## src/rtl/mmio_responder_pkg.sv

```systemverilog
// Shared register map, STATUS bit positions and address-region default for the MMIO responder.
package mmio_responder_pkg;

    localparam logic [2:0] MMIO_TXDATA  = 3'd0;
    localparam logic [2:0] MMIO_STATUS  = 3'd1;
    localparam logic [2:0] MMIO_CYCLE   = 3'd2;
    localparam logic [2:0] MMIO_INSTRET = 3'd3;

    localparam int STATUS_FULL      = 0;
    localparam int STATUS_EMPTY     = 1;
    localparam int STATUS_OVF       = 2;
    localparam int STATUS_COUNT_LSB = 4;

    localparam logic [3:0] MMIO_BASE_NIBBLE = 4'h8;

    function automatic logic [7:0] status_byte(input logic full, input logic empty,
                                               input logic ovf, input logic [3:0] count);
        status_byte = 8'h00;
        status_byte[STATUS_FULL]                = full;
        status_byte[STATUS_EMPTY]               = empty;
        status_byte[STATUS_OVF]                 = ovf;
        status_byte[STATUS_COUNT_LSB +: 4]      = count;
    endfunction

endpackage

```

## src/rtl/sync_fifo.sv

```systemverilog
// Single-clock FIFO; push is accepted when not full or when a pop frees a slot in the same cycle.
module sync_fifo #(
    parameter int WIDTH = 8,
    parameter int DEPTH = 8
) (
    input  logic                     clk,
    input  logic                     reset,
    input  logic                     push,
    input  logic                     pop,
    input  logic [WIDTH-1:0]         wdata,
    output logic [WIDTH-1:0]         rdata,
    output logic                     full,
    output logic                     empty,
    output logic [$clog2(DEPTH):0]   count
);

    localparam int AW = $clog2(DEPTH);
    localparam logic [AW:0] FULL_COUNT = (AW+1)'(DEPTH);

    logic [WIDTH-1:0] mem [DEPTH];
    logic [AW-1:0]    wr_ptr;
    logic [AW-1:0]    rd_ptr;
    logic             do_push;
    logic             do_pop;

    assign full    = (count == FULL_COUNT);
    assign empty   = (count == '0);
    assign do_pop  = pop & ~empty;
    assign do_push = push & (~full | do_pop);
    // Head is zeroed while empty so a reset blanks the output without clearing storage.
    assign rdata   = empty ? '0 : mem[rd_ptr];

    always_ff @(posedge clk or posedge reset) begin
        if (reset) begin
            wr_ptr <= '0;
            rd_ptr <= '0;
            count  <= '0;
        end else begin
            if (do_push) wr_ptr <= wr_ptr + 1'b1;
            if (do_pop)  rd_ptr <= rd_ptr + 1'b1;
            case ({do_push, do_pop})
                2'b10:   count <= count + 1'b1;
                2'b01:   count <= count - 1'b1;
                default: count <= count;
            endcase
        end
    end

    always_ff @(posedge clk) begin
        if (do_push) mem[wr_ptr] <= wdata;
    end

endmodule

```

## src/rtl/mmio_responder.sv

```systemverilog
// MMIO target: TX byte FIFO, free-running cycle counter and retired-instruction counter.
// tx handshake: a byte transfers on any rising edge where tx_valid & tx_ready are both high.
module mmio_responder
    import mmio_responder_pkg::*;
#(
    parameter int         XLEN        = 32,
    parameter int         FIFO_DEPTH  = 8,
    parameter logic [3:0] BASE_NIBBLE = MMIO_BASE_NIBBLE
) (
    input  logic            clk,
    input  logic            reset,
    input  logic [XLEN-1:0] mem_adr,
    input  logic [XLEN-1:0] mem_wdata,
    input  logic [3:0]      wea,
    input  logic            instr_retired,
    output logic [XLEN-1:0] din,
    output logic [7:0]      tx_data,
    output logic            tx_valid,
    input  logic            tx_ready
);

    localparam int CW = $clog2(FIFO_DEPTH) + 1;

    logic            sel;
    logic [2:0]      offset;
    logic            wr_en;
    logic            rd_en;
    logic            push;
    logic            pop;
    logic            fifo_full;
    logic            fifo_empty;
    logic [CW-1:0]   fifo_count;
    logic [31:0]     count_ext;
    logic [3:0]      count_disp;
    logic            ovf;
    logic            ovf_set;
    logic            ovf_clr;
    logic [XLEN-1:0] cycle_cnt;
    logic [XLEN-1:0] instret_cnt;
    logic [XLEN-1:0] rd_value;
    logic            unused_bits;

    assign sel    = (mem_adr[31:28] == BASE_NIBBLE);
    assign offset = mem_adr[4:2];
    assign wr_en  = sel & (wea != 4'b0000);
    assign rd_en  = sel & (wea == 4'b0000);

    assign push     = wr_en & (offset == MMIO_TXDATA) & wea[0];
    assign pop      = tx_valid & tx_ready;
    assign tx_valid = ~fifo_empty;
    assign ovf_set  = push & fifo_full & ~pop;
    assign ovf_clr  = wr_en & (offset == MMIO_STATUS) & wea[0] & mem_wdata[STATUS_OVF];

    assign count_ext  = 32'(fifo_count);
    assign count_disp = (count_ext > 32'd15) ? 4'hF : count_ext[3:0];

    assign unused_bits = ^{mem_adr[27:5], mem_adr[1:0], mem_wdata[XLEN-1:8]};

    sync_fifo #(
        .WIDTH (8),
        .DEPTH (FIFO_DEPTH)
    ) u_tx_fifo (
        .clk   (clk),
        .reset (reset),
        .push  (push),
        .pop   (pop),
        .wdata (mem_wdata[7:0]),
        .rdata (tx_data),
        .full  (fifo_full),
        .empty (fifo_empty),
        .count (fifo_count)
    );

    always_ff @(posedge clk or posedge reset) begin
        if (reset) begin
            ovf <= 1'b0;
        end else if (ovf_set) begin
            ovf <= 1'b1;
        end else if (ovf_clr) begin
            ovf <= 1'b0;
        end
    end

    // Clear has priority over the same-cycle increment on both counters.
    always_ff @(posedge clk or posedge reset) begin
        if (reset) begin
            cycle_cnt   <= '0;
            instret_cnt <= '0;
        end else begin
            if (wr_en && offset == MMIO_CYCLE) cycle_cnt <= '0;
            else                               cycle_cnt <= cycle_cnt + XLEN'(1);
            if (wr_en && offset == MMIO_INSTRET) instret_cnt <= '0;
            else if (instr_retired)              instret_cnt <= instret_cnt + XLEN'(1);
        end
    end

    always_comb begin
        rd_value = '0;
        case (offset)
            MMIO_STATUS:  rd_value = XLEN'(status_byte(fifo_full, fifo_empty, ovf, count_disp));
            MMIO_CYCLE:   rd_value = cycle_cnt;
            MMIO_INSTRET: rd_value = instret_cnt;
            default:      rd_value = '0;
        endcase
    end

    always_ff @(posedge clk or posedge reset) begin
        if (reset)      din <= '0;
        else if (rd_en) din <= rd_value;
        else            din <= '0;
    end

endmodule

```

## config.mk

```make
export PLATFORM = sky130hd
export DESIGN_NAME = mmio_responder
export DESIGN_NICKNAME = d
export VERILOG_FILES = /design/src/rtl/mmio_responder_pkg.sv /design/src/rtl/sync_fifo.sv /design/src/rtl/mmio_responder.sv
export SDC_FILE = /design/constraint.sdc
export NUM_CORES = 1
export LEC_CHECK = 0
export ABC_CLOCK_PERIOD_IN_PS = 3600
export CAP_MARGIN = 30
export CORE_UTILIZATION = 49
export CTS_CLUSTER_SIZE = 10
export DETAILED_ROUTE_END_ITERATION = 10
export HOLD_SLACK_MARGIN = 0.1
export PLACE_DENSITY = 0.76
export RECOVER_POWER = 25
export SYNTH_ARGS = -nofsm -noshare
export SYNTH_HDL_FRONTEND = slang
export SYNTH_SLANG_ARGS = --single-unit
```

## constraint.sdc

```tcl
create_clock -name clk -period 3.6 [get_ports clk]
set_input_delay 1.08 -clock clk [delete_from_list [all_inputs] [get_ports clk]]
set_output_delay 1.08 -clock clk [all_outputs]
set_load 0.005 [all_outputs]
```

### Yosys cells after proc, flatten, opt, wreduce, memory -nomap -nowiden

Memories as Yosys holds them, arrays and structs flattened.
Cells that the tools add are included.

| operators by class | value |
|---|---|
| add/sub/neg operators | 6 |
| multipliers | 0 |
| divide/modulo/power cells | 0 |
| order comparisons | 1 |
| eq/ne operators | 7 |
| shift operators | 0 |
| mux-type cells | 12 |
| bitwise logic cells | 16 |
| reductions and logical operators | 9 |

Operators with widths:

| operator | number |
|---|---|
| two-way mux 32 bit | 4 |
| one-hot mux 32 bit (3 select lines) | 1 |
| adder 32 x 1 -> 32 bit (second input constant) | 2 |
| bitwise AND 1 bit | 12 |
| equality test 4 bit (second input constant) | 2 |
| zero test 4 bit | 2 |
| two-way mux 8 bit | 1 |
| one-hot mux 4 bit (2 select lines) | 1 |
| adder 3 x 1 -> 3 bit (second input constant) | 2 |
| equality test 3 x 2 -> 1 bit (second input constant) | 2 |
| nonzero test 2 bit | 3 |
| adder 4 x 1 -> 4 bit (second input constant) | 1 |
| greater-than comparator 4 bit (second input constant) | 1 |
| two-way mux 1 bit | 4 |
| two-way mux 4 bit | 1 |
| nonzero test 4 bit | 1 |
| subtractor 4 x 1 -> 4 bit (second input constant) | 1 |
| equality test 3 x 1 -> 1 bit (second input constant) | 1 |
| zero test 3 bit | 1 |
| inverter 1 bit | 3 |
| equality test 2 x 1 -> 1 bit (second input constant) | 1 |
| equality test 2 bit (second input constant) | 1 |
| logical AND 1 bit | 2 |
| bitwise OR 1 bit | 1 |

| word-level totals | value |
|---|---|
| flip-flop bits (word level) | 107 |
| latch bits | 0 |
| RAM bits | 64 |
| memory bits (read-only) | 0 |
| output and inout bits | 41 |
| logic and storage cells | 59 |
| memories kept | 1 |

Memories:

| memory | words | bits a word | read ports | clocked after memory_dff | wr ports | line | text |
|---|---|---|---|---|---|---|---|
| u_tx_fifo.mem | 8 | 8 | 1 | 0 | 1 | sync_fifo.sv:20 | `logic [WIDTH-1:0] mem [DEPTH];` |

### Longest topological paths before layout

Gate-level depths: netlist (run 1).

| logic depth | value |
|---|---|
| depth in word-level cells | 8 |
| gate-level depth with buffers | 9 |

### Hierarchy

Synthesis (run 1) repeated with hierarchy kept, for this count alone.

| second synthesis, totals | value |
|---|---|
| cell total of the unflattened synthesis | 659 |
| area, all modules | 7,821.3 um2 |

By module, submodules not included:

| module | instances | cells each | area each (um2) | seq. area each (um2) |
|---|---|---|---|---|
| mmio_responder | 1 | 486 | 4,719.5 | 2,427.3 |
| sync_fifo | 1 | 173 | 3,101.7 | 2,172.1 |

### Worst setup path after synthesis (run 1)

OpenSTA, ideal clock, no wires.

| timing | value |
|---|---|
| path kind | input to register |
| start | in mem_adr[3] |
| end | mem u_tx_fifo.mem[1][0] (enable) |
| library setup time | 0.398 ns |
| data arrival time | 3.101 ns |
| data required time | 3.202 ns |
| slack | 0.101 ns |
| stages on the path | 4 |
| buffers on the path | 1 |
| cell sequence | clkbuf_1 -> nor4b_1 -> o211ai_2 -> nor4b_1 |

| between the ends | value |
|---|---|
| cells in the longest elaborated chain, start to end | 6 |

Ends and longest elaborated chain:

| what | line | text |
|---|---|---|
| start: declaration | mmio_responder.sv:12 | `input logic [XLEN-1:0] mem_adr,` |
| zero test 3 bit | mmio_responder.sv:48 | `assign push = wr_en & (offset == MMIO_TXDATA) & wea[0];` |
| bitwise AND 1 bit (2 in a row) | mmio_responder.sv:48 |  |
| bitwise AND 1 bit | sync_fifo.sv:29 | `assign do_push = push & (~full \| do_pop);` |
| two-way mux 1 bit | sync_fifo.sv:50 | `if (do_push) mem[wr_ptr] <= wdata;` |
| two-way mux 1 bit (implied by the code) | sync_fifo.sv:50 |  |
| end: declaration | sync_fifo.sv:20 |  |

Every way passes these cells.

### Worst setup path after layout (run 1)

| timing | value |
|---|---|
| start | reg u_tx_fifo.rd_ptr[0] |
| end | out tx_data[4] |

| between the ends | value |
|---|---|
| cells in the longest elaborated chain, start to end | 2 |

Ends and longest elaborated chain:

| what | line | text |
|---|---|---|
| start: declaration | sync_fifo.sv:22 | `logic [AW-1:0] rd_ptr;` |
| start signal: assignment | sync_fifo.sv:40 | `if (do_pop) rd_ptr <= rd_ptr + 1'b1;` |
| memory read (8 x 8 bit) | - |  |
| two-way mux 8 bit | sync_fifo.sv:31 | `assign rdata = empty ? '0 : mem[rd_ptr];` |
| end: declaration | mmio_responder.sv:17 | `output logic [7:0] tx_data,` |

Every way passes these cells.

==> results of run 1 <==
[metal layers]
| layer | up-vias | track usage, % | share of wire [%] | routed length [um] |
|---|---|---|---|---|
| li1 | 2583 | - | - | - |
| met1 | 2834 | 28.55 | 43 | 7506 |
| met2 | 162 | 37.80 | 50 | 8565 |
| met3 | 35 | 4.355 | 3.9 | 674 |
| met4 | 0 | 10.10 | 3.0 | 512 |
| met5 | - | 0 | 0 | 0 |
[cells in the mapped netlist, drive strengths merged (4+ instances only)]
cell      n
nor4b     4
nor2     66
mux2      6
and3      5
mux4     16
ha        6
a22oi    32
xor2     12
nand4    17
mux2i    11
nor4     10
xnor2    15
buf      10
edfxtp   64
o31ai    25
or3      15
dfrtp   107
nand2    36
nor3      4
or4      32
clkbuf   30
a21oi    40
inv      14
nand3    21
o21ai    18
and4      4
[path summary, 6_finish.rpt]
path,start,endpoint,slack [ns],cells past startpoint
worst min register to register,ovf,ovf,0.53,2
worst max register to register,u_tx_fifo.count[2],u_tx_fifo.count[3],1.03,8
worst max-delay path,u_tx_fifo.rd_ptr[0],tx_data[4],0.16,5
min in group asynchronous,reset,cycle_cnt[30],1.36,2
max in group asynchronous,reset,u_tx_fifo.count[1],0.61,3
worst min-delay path,ovf,ovf,0.53,2
[metrics by stage]
step                instance area [um2]  setup slack [ns]  utilization (%)  cells  hold WS (ns)
floorplan                          7734            0.1014                -    644        0.4432
global placement                   8702            0.2354            56.82    907        0.4900
detailed placement                 8717            0.1392            56.92    908        0.5084
CTS                                9261            0.1039            60.47    940        0.5304
global route                       9244           0.01792            60.36    940        0.5383
finish                             9244            0.1613            60.36    940        0.5333
[cell usage in the layout (no fill, tap or decap), types with 16 or more instances in the layout]
cell type and count:
a22oi_1 32, mux4_2 16, clkbuf_16 17, a21oi_1 40, buf_4 28, clkdlybuf4s50_1 53, nor2_1 66, o31ai_1 25
edfxtp_1 64, or4_1 31, nand2_1 36, dfrtp_1 107, o21ai_0 17, nand3_1 21, nand4_1 16
[sequential cells by signal, summed over array words and instances (netlist names)]
register	count
instret_cnt	32
u_tx_fifo.wr_ptr	3
ovf	1
u_tx_fifo.mem	64
u_tx_fifo.count	4
din	32
cycle_cnt	32
u_tx_fifo.rd_ptr	3
[worst max-delay path: cells and delay by family (launching register included)]
kind	cells	cell delay (ns)
mux	2	0.74
simple gates	1	0.07
flops	1	0.33
buf+inv	2	0.77
[power by group]
part	switching [mW]	leakage, nW	total (mW)	internal [mW]
clock	0.781	0.259	1.67	0.893
sequential	0.293	1.98	2.49	2.20
combinational	0.519	1.20	1.13	0.616
[layout make-up]
type,count,area (um2)
Tap cell,211,264.0
Clock buffer,17,425.4
Fill cell,1184,6071
Timing Repair Buffer,93,860.8
Clock inverter,15,118.9
Sequential cell,171,4599
Multi-Input combinational cell,419,2922
Inverter,14,53.80
[cells by family (layout without fill, tap and decap cells)]
logic type	count (synthesis)	after routing	share of synthesized area (%)
xor+xnor	27	27	3.059
simple gates	230	230	16.40
fa+ha+maj	7	7	1.230
buf+inv	54	139	2.703
flops	171	171	59.50
mux	33	33	6.960
compound gates	122	122	10.15
==> flow_summary.toml, run 1 <==
[outcome]
status = "completed"

[timing]
max_slew_margin_pct = 17.87
tns_ns = 0
fmax_mhz = 290.8
worst_slew_pin_slew_ns = 1.225
setup_violations = 0
hold_viol = 0
period_needed_ns = 3.439
drv_slew = 0
finClkSkew_ns = 0.006648
min_period_over_period_pct = 95.52
rsz0062_at_grt = "false"

[power]
p_per_area_nw_per_um2 = 573.5
leakage_nw = 3.441
power.total_mw = 5.302
peakVddDrop_mv = 0.3052

[flow_run]
maxCapViolCount = 0

[worst_setup_path]
cp_slowest_cell = "mux4_2"
crit_type = "reg2out"
cp.required_ns = 2.52
end_kind = "primary output"
cp_cell_sequence = "buf_4 > mux4_2 > mux2i_1 > nor2_1 > clkdlybuf4s50_1"
cp_max_fo = 18
worst_ep_arrival_time_ns = 2.36
max_stage_delay_ns = 0.56
start_kind = "register"

[layout]
nets = 795
drive_above_1_share_pct = 12.48
antenna-diode-count = 0
syn2layout_area_growth_pct = 19.59

[global_routing]
grt_max_degree = 47
grt_pass1_wl_um = 28200
grt_pass1_vias = 5673
grt_overflow = 0
antenna_found_initial = 0
grt_usage_pct = 22.54

[floorplan]
num_rows = 45
die_h_um = 127.6
coreArea_um2 = 15310
io_pins = 113
chipWidth_um = 127.6
die-area_um2 = 16280
initial_core_util_pct = 50.47

[route]
avgRoutedWirePerCell_um = 18.36
firstDrtPassIters = 5
drtIter0Drc = 545
vias_per_cell = 5.972
wl_um = 17260
drt.antenna.violating_nets = 0
num_vias = 5614
drc = 0

[logic_synthesis]
syn-num-nets = 723
synth_flop_cell = "dfrtp_1"
synth_largest_area_cell = "dfrtp_1"
synthCells = 644
async_flop_share_pct = 62.57
synth.area.top_cells = "dfrtp_1 (35%), edfxtp_1 (25%), mux4_2 (4.7%)"
yosys_warnings = 0
ys_seq_area_share_pct = 59.50
syn_area_um2 = 7730
synth-seq-cells = 171
netlist.area_leader.share_pct = 34.64
syn_area_per_cell_um2 = 12.00
synth-edff-count = 64
ys_types = 51

[clock_tree]
clockBufferDepth = 2
path_clk_slew_ns = 0.07
htreeDepth = 4
clock_sinks = 171
cts_tree = "built"
ctsResizeCount = 0
cts_setup_buffers = 0
clock_latency_ns = 0.43
clock-root-buffer = "clkbuf_16"
ctsHoldBuffers = 0
numCtsBuffers = 17

[worst_hold_path]
hold_path.class = "reg2reg"

[placement]
port-buffer-count = 63
place.gp.congestion = 0.8310
hpwlAfterDp_um = 11640
(Power assumes the default switching activity.)
==> inputs of run 2 (changes only) <==
Settings changed: CAP_MARGIN 30 to 20, GPL_ROUTABILITY_DRIVEN set to 0.
==> run 2 against run 1 <==
Against the previous run: worst setup slack got worse by 0.027 ns; largest power group unchanged; power increased by 2.7%; hold slack got worse by 0.022 ns.
==> flow_summary.toml, run 2 (synthesis gave the netlist of run 1 again) <==
[floorplan]
io_pins = 113
die_h_um = 127.6
die-area_um2 = 16280
chipWidth_um = 127.6
initial_core_util_pct = 50.47
coreArea_um2 = 15310
num_rows = 45

[worst_setup_path]
cp_num_cells = 5
timing.rr.start = "u_tx_fifo.count[2]"
critPathTopFamily = "buffers and inverters"
cp_slowest_cell = "mux4_2"
start_kind = "register"
critPathLaunch = "u_tx_fifo.rd_ptr[0]"
crit_type = "reg2out"
endpoint = "tx_data[4]"
rr_worst_depth = 8
rr_endpoint = "u_tx_fifo.count[3]"
reg2reg_slack_ns = 1.03
end_kind = "primary output"
worst_ep_arrival_time_ns = 2.39
cp_cell_sequence = "buf_4 > mux4_2 > mux2i_1 > nor2_1 > clkdlybuf4s50_1"
max_stage_delay_ns = 0.56
worst-path-buf-inv = 2
cp_max_fo = 18
cp.required_ns = 2.52

[route]
avgRoutedWirePerCell_um = 18.66
wl_um = 17530
num_vias = 5653
drt.antenna.violating_nets = 0
drc = 0
vias_per_cell = 6.020
firstDrtPassIters = 5
drtIter0Drc = 569

[global_routing]
grt_pass1_vias = 5681
antenna_found_initial = 0
grt_overflow = 0
grt_max_degree = 47
grt_pass1_wl_um = 28350
grt_usage_pct = 22.81

[clock_tree]
clockBufferDepth = 2
cts_setup_buffers = 0
ctsResizeCount = 0
cts_tree = "built"
numCtsBuffers = 17
clock_latency_ns = 0.44
path_clk_slew_ns = 0.07
htreeDepth = 4
ctsHoldBuffers = 0
clock-root-buffer = "clkbuf_16"
clock_sinks = 171

[timing]
fin_ws_ns = 0.1342
tns_ns = 0
worst_slew_pin_slew_ns = 1.235
period_needed_ns = 3.466
hold_ws_ns = 0.5110
min_period_over_period_pct = 96.27
fmax_mhz = 288.5
finClkSkew_ns = 0.007235
max_slew_margin_pct = 17.21
hold_viol = 0
setup_violations = 0
rsz0062_at_grt = "false"
drv_slew = 0

[placement]
dpl_cell_area_um2 = 8702
port-buffer-count = 63
hpwlAfterDp_um = 11580
placedCellCount = 907
dp_slack_ns = 0.1694

[power]
power.total_mw = 5.443
peakVddDrop_mv = 0.3357
p_sw_share_pct = 30.25
p_switching_mw = 1.647
clkPwrFrac_pct = 33.1
p_per_area_nw_per_um2 = 587.7
comb_power_share_pct = 21.0
leakage_nw = 3.462
power_frac_seq_pct = 45.9
p_int_mw = 3.796

[layout]
fill_cells = 1171
final_area_um2 = 9261
final_common_cell = "dfrtp_1"
top_register = "u_tx_fifo.mem"
drive_above_1_share_pct = 12.50
antenna-diode-count = 0
fin_util_pct = 60.47
nets = 794
final_cell_mix = "dfrtp_1 (107), nor2_1 (66), edfxtp_1 (64)"
final_cell_count_no_fill = 939
syn2layout_area_growth_pct = 19.81
largest_reg_flops = 64

[worst_hold_path]
hold_path.class = "reg2reg"

[flow_run]
maxCapViolCount = 0

[outcome]
status = "completed"
run 2: cell types whose count changed in the layout (fill, tap and decap cells not counted):
cell	change
clkinvlp_4	-3
buf_8	-1
bufinv_16	+1
inv_6	+5
inv_8	+1
clkinv_1	-1
clkinv_4	-3
run 2: layer usage:
metal / vias to the layer above / GRT usage, % / share of wire (%)
met5: - / 0 / 0
met4: 0 / 9.758 / 2.6
met3: 40 / 5.360 / 5.1
met2: 207 / 38.06 / 50
met1: 2841 / 28.60 / 42
li1: 2565 / - / -
run 2: worst min path at each step:
stage | startpoint | to | slack (ns) | cells after the start
6_report | ovf | ovf | 0.51 | 2
4_1_cts | ovf | ovf | 0.52 | 2
3_3_place_gp | ovf | ovf | 0.49 | 2
3_5_place_dp | ovf | ovf | 0.50 | 2
5_1_grt | ovf | ovf | 0.53 | 2
2_1_floorplan | ovf | ovf | 0.44 | 2
run 2: power groups by stage:
stage	clock (mW)	sequential [mW]	combinational [mW]
final	1.80	2.50	1.14
after global routing	1.92	2.53	1.26
after CTS	1.83	2.49	1.16
after detailed placement	0	2.52	1.15
after global placement	0	2.51	1.09
after floorplan	0	2.42	0.811
run 2: final cells by class:
class	count	area, um2	share of cell area (%)
clock buffers	17	425.4	4.593
clock inverters	15	151.4	1.635
flip-flops and latches	171	4599	49.66
well taps	211	264.0	2.851
repair buffers	92	845.8	9.133
multi-input cells	419	2922	31.55
inverters	14	53.80	0.5809
run 2: worst register-to-register path: stages (launching register included):
cell and delay (ns):
dfrtp_1 0.45, o41ai_1 0.72, a21o_1 0.24, inv_1 0.09
ha_1 0.32, a21oi_1 0.19, a22o_1 0.17, o22ai_1 0.09
xor2_1 0.17
==> inputs of run 3 (changes only) <==
Settings changed: CORE_MARGIN set to 2.
==> run 3 against run 2 <==
Against the previous run: cell count increased by 0.11%; non-clock buffer count up 1; via count decreased by 0.69%; largest cell class unchanged; highest routed layer unchanged.
==> flow_summary.toml, run 3 (synthesis gave the netlist of run 1 again) <==
[timing]
drv_slew = 0
min_period_over_period_pct = 94.64
max_slew_margin_pct = 7.937
worst_slew_pin_slew_ns = 1.379
tns_ns = 0
setup_violations = 0
rsz0062_at_grt = "false"
period_needed_ns = 3.407
fmax_mhz = 293.5
finClkSkew_ns = 0.01224
hold_viol = 0

[layout]
largest_reg_flops = 64
nets = 795
drive_above_1_share_pct = 12.35
final_common_cell = "dfrtp_1"
top_register = "u_tx_fifo.mem"
fill_cells = 1198
antenna-diode-count = 0
final_area_um2 = 9309
syn2layout_area_growth_pct = 20.43
final_cell_mix = "dfrtp_1 (107), nor2_1 (66), edfxtp_1 (64)"

[route]
avgRoutedWirePerCell_um = 18.62
vias_per_cell = 5.972
wl_um = 17510
drt.antenna.violating_nets = 0
num_vias = 5614
drtIter0Drc = 528
drc = 0
firstDrtPassIters = 7

[worst_setup_path]
crit_type = "reg2out"
worst_ep_arrival_time_ns = 2.33
critPathTopFamily = "buffers and inverters"
cp_max_fo = 18
cp.required_ns = 2.52
worst-path-buf-inv = 2
max_stage_delay_ns = 0.55
cp_slowest_cell = "mux4_2"
start_kind = "register"
reg2reg_slack_ns = 1.06
cp_cell_sequence = "buf_4 > mux4_2 > mux2i_1 > nor2_1 > clkdlybuf4s50_1"
end_kind = "primary output"

[power]
p_per_area_nw_per_um2 = 586.1
peakVddDrop_mv = 0.3397
leakage_nw = 3.478

[floorplan]
die-area_um2 = 16800
chipWidth_um = 129.6
die_h_um = 129.6
io_pins = 113
coreArea_um2 = 15310
initial_core_util_pct = 50.47
num_rows = 45

[clock_tree]
cts_tree = "built"
clockBufferDepth = 2
cts_setup_buffers = 0
ctsResizeCount = 0
ctsHoldBuffers = 0
clock_latency_ns = 0.43
clock-root-buffer = "clkbuf_16"
clock_sinks = 171
numCtsBuffers = 17
htreeDepth = 4
path_clk_slew_ns = 0.07

[global_routing]
grt_overflow = 0
grt_pass1_vias = 5555
grt_usage_pct = 21.88
grt_max_degree = 54
antenna_found_initial = 0
grt_pass1_wl_um = 28060

[worst_hold_path]
hold_path.class = "reg2reg"

[outcome]
status = "completed"

[flow_run]
maxCapViolCount = 0

[placement]
dpl_cell_area_um2 = 8715
port-buffer-count = 63
hpwlAfterDp_um = 11560
-- run 3: final timing paths --
| kind | start | endpoint | depth (start not counted) |
|---|---|---|---|
| worst max-delay path | u_tx_fifo.rd_ptr[0] | tx_data[4] | 5 |
| worst min register to register | ovf | ovf | 2 |
| worst max register to register | u_tx_fifo.count[2] | u_tx_fifo.count[3] | 8 |
| min in group asynchronous | reset | din[27] | 2 |
| worst min-delay path | ovf | ovf | 2 |
| max in group asynchronous | reset | instret_cnt[16] | 3 |
-- run 3: worst reg2reg max path, stage by stage (launching register included) --
cell,delay [ns]
dfrtp_1,0.46
o41ai_1,0.69
a21o_1,0.24
inv_1,0.09
ha_1,0.32
a21oi_1,0.21
a22o_1,0.16
o22ai_1,0.09
xor2_1,0.17
-- run 3: stage by stage --
stage	worst slack [ns]	cells	util [%]	hold slack, ns	power [mW]
floorplan	0.1014	644	-	0.4432	3.229
global placement	0.2645	907	56.90	0.4843	3.601
detailed placement	0.2068	907	56.90	0.4857	3.669
CTS	0.1588	939	60.75	0.4999	5.500
global route	0.02753	940	60.78	0.5377	5.720
finish	0.1931	940	60.78	0.4987	5.456
-- run 3: report_power, final --
group          internal (mW)  switching [mW]  total [mW]
clock                   1.04           0.782        1.82
sequential              2.20           0.301        2.50
combinational          0.617           0.514        1.13
-- run 3: final cells by class --
class                      instances  area (um2)  share of cell area, %
sequential                       171        4599                  49.41
multi-input combinational        419        2922                  31.38
timing repair buffer              93       880.8                  9.462
clock buffer                      19       432.9                  4.651
tap                              211       264.0                  2.836
clock inverter                    13       156.4                  1.680
inverter                          14       53.80                 0.5780
-- run 3: routing by layer --
metal / share of wire, % / vias to the layer above / global-route usage (%)
met1: 43 / 2807 / 27.57
met4: 2.2 / 0 / 7.970
met3: 4.7 / 29 / 5.078
met5: 0 / - / 0
li1: - / 2580 / -
met2: 50 / 198 / 37.14
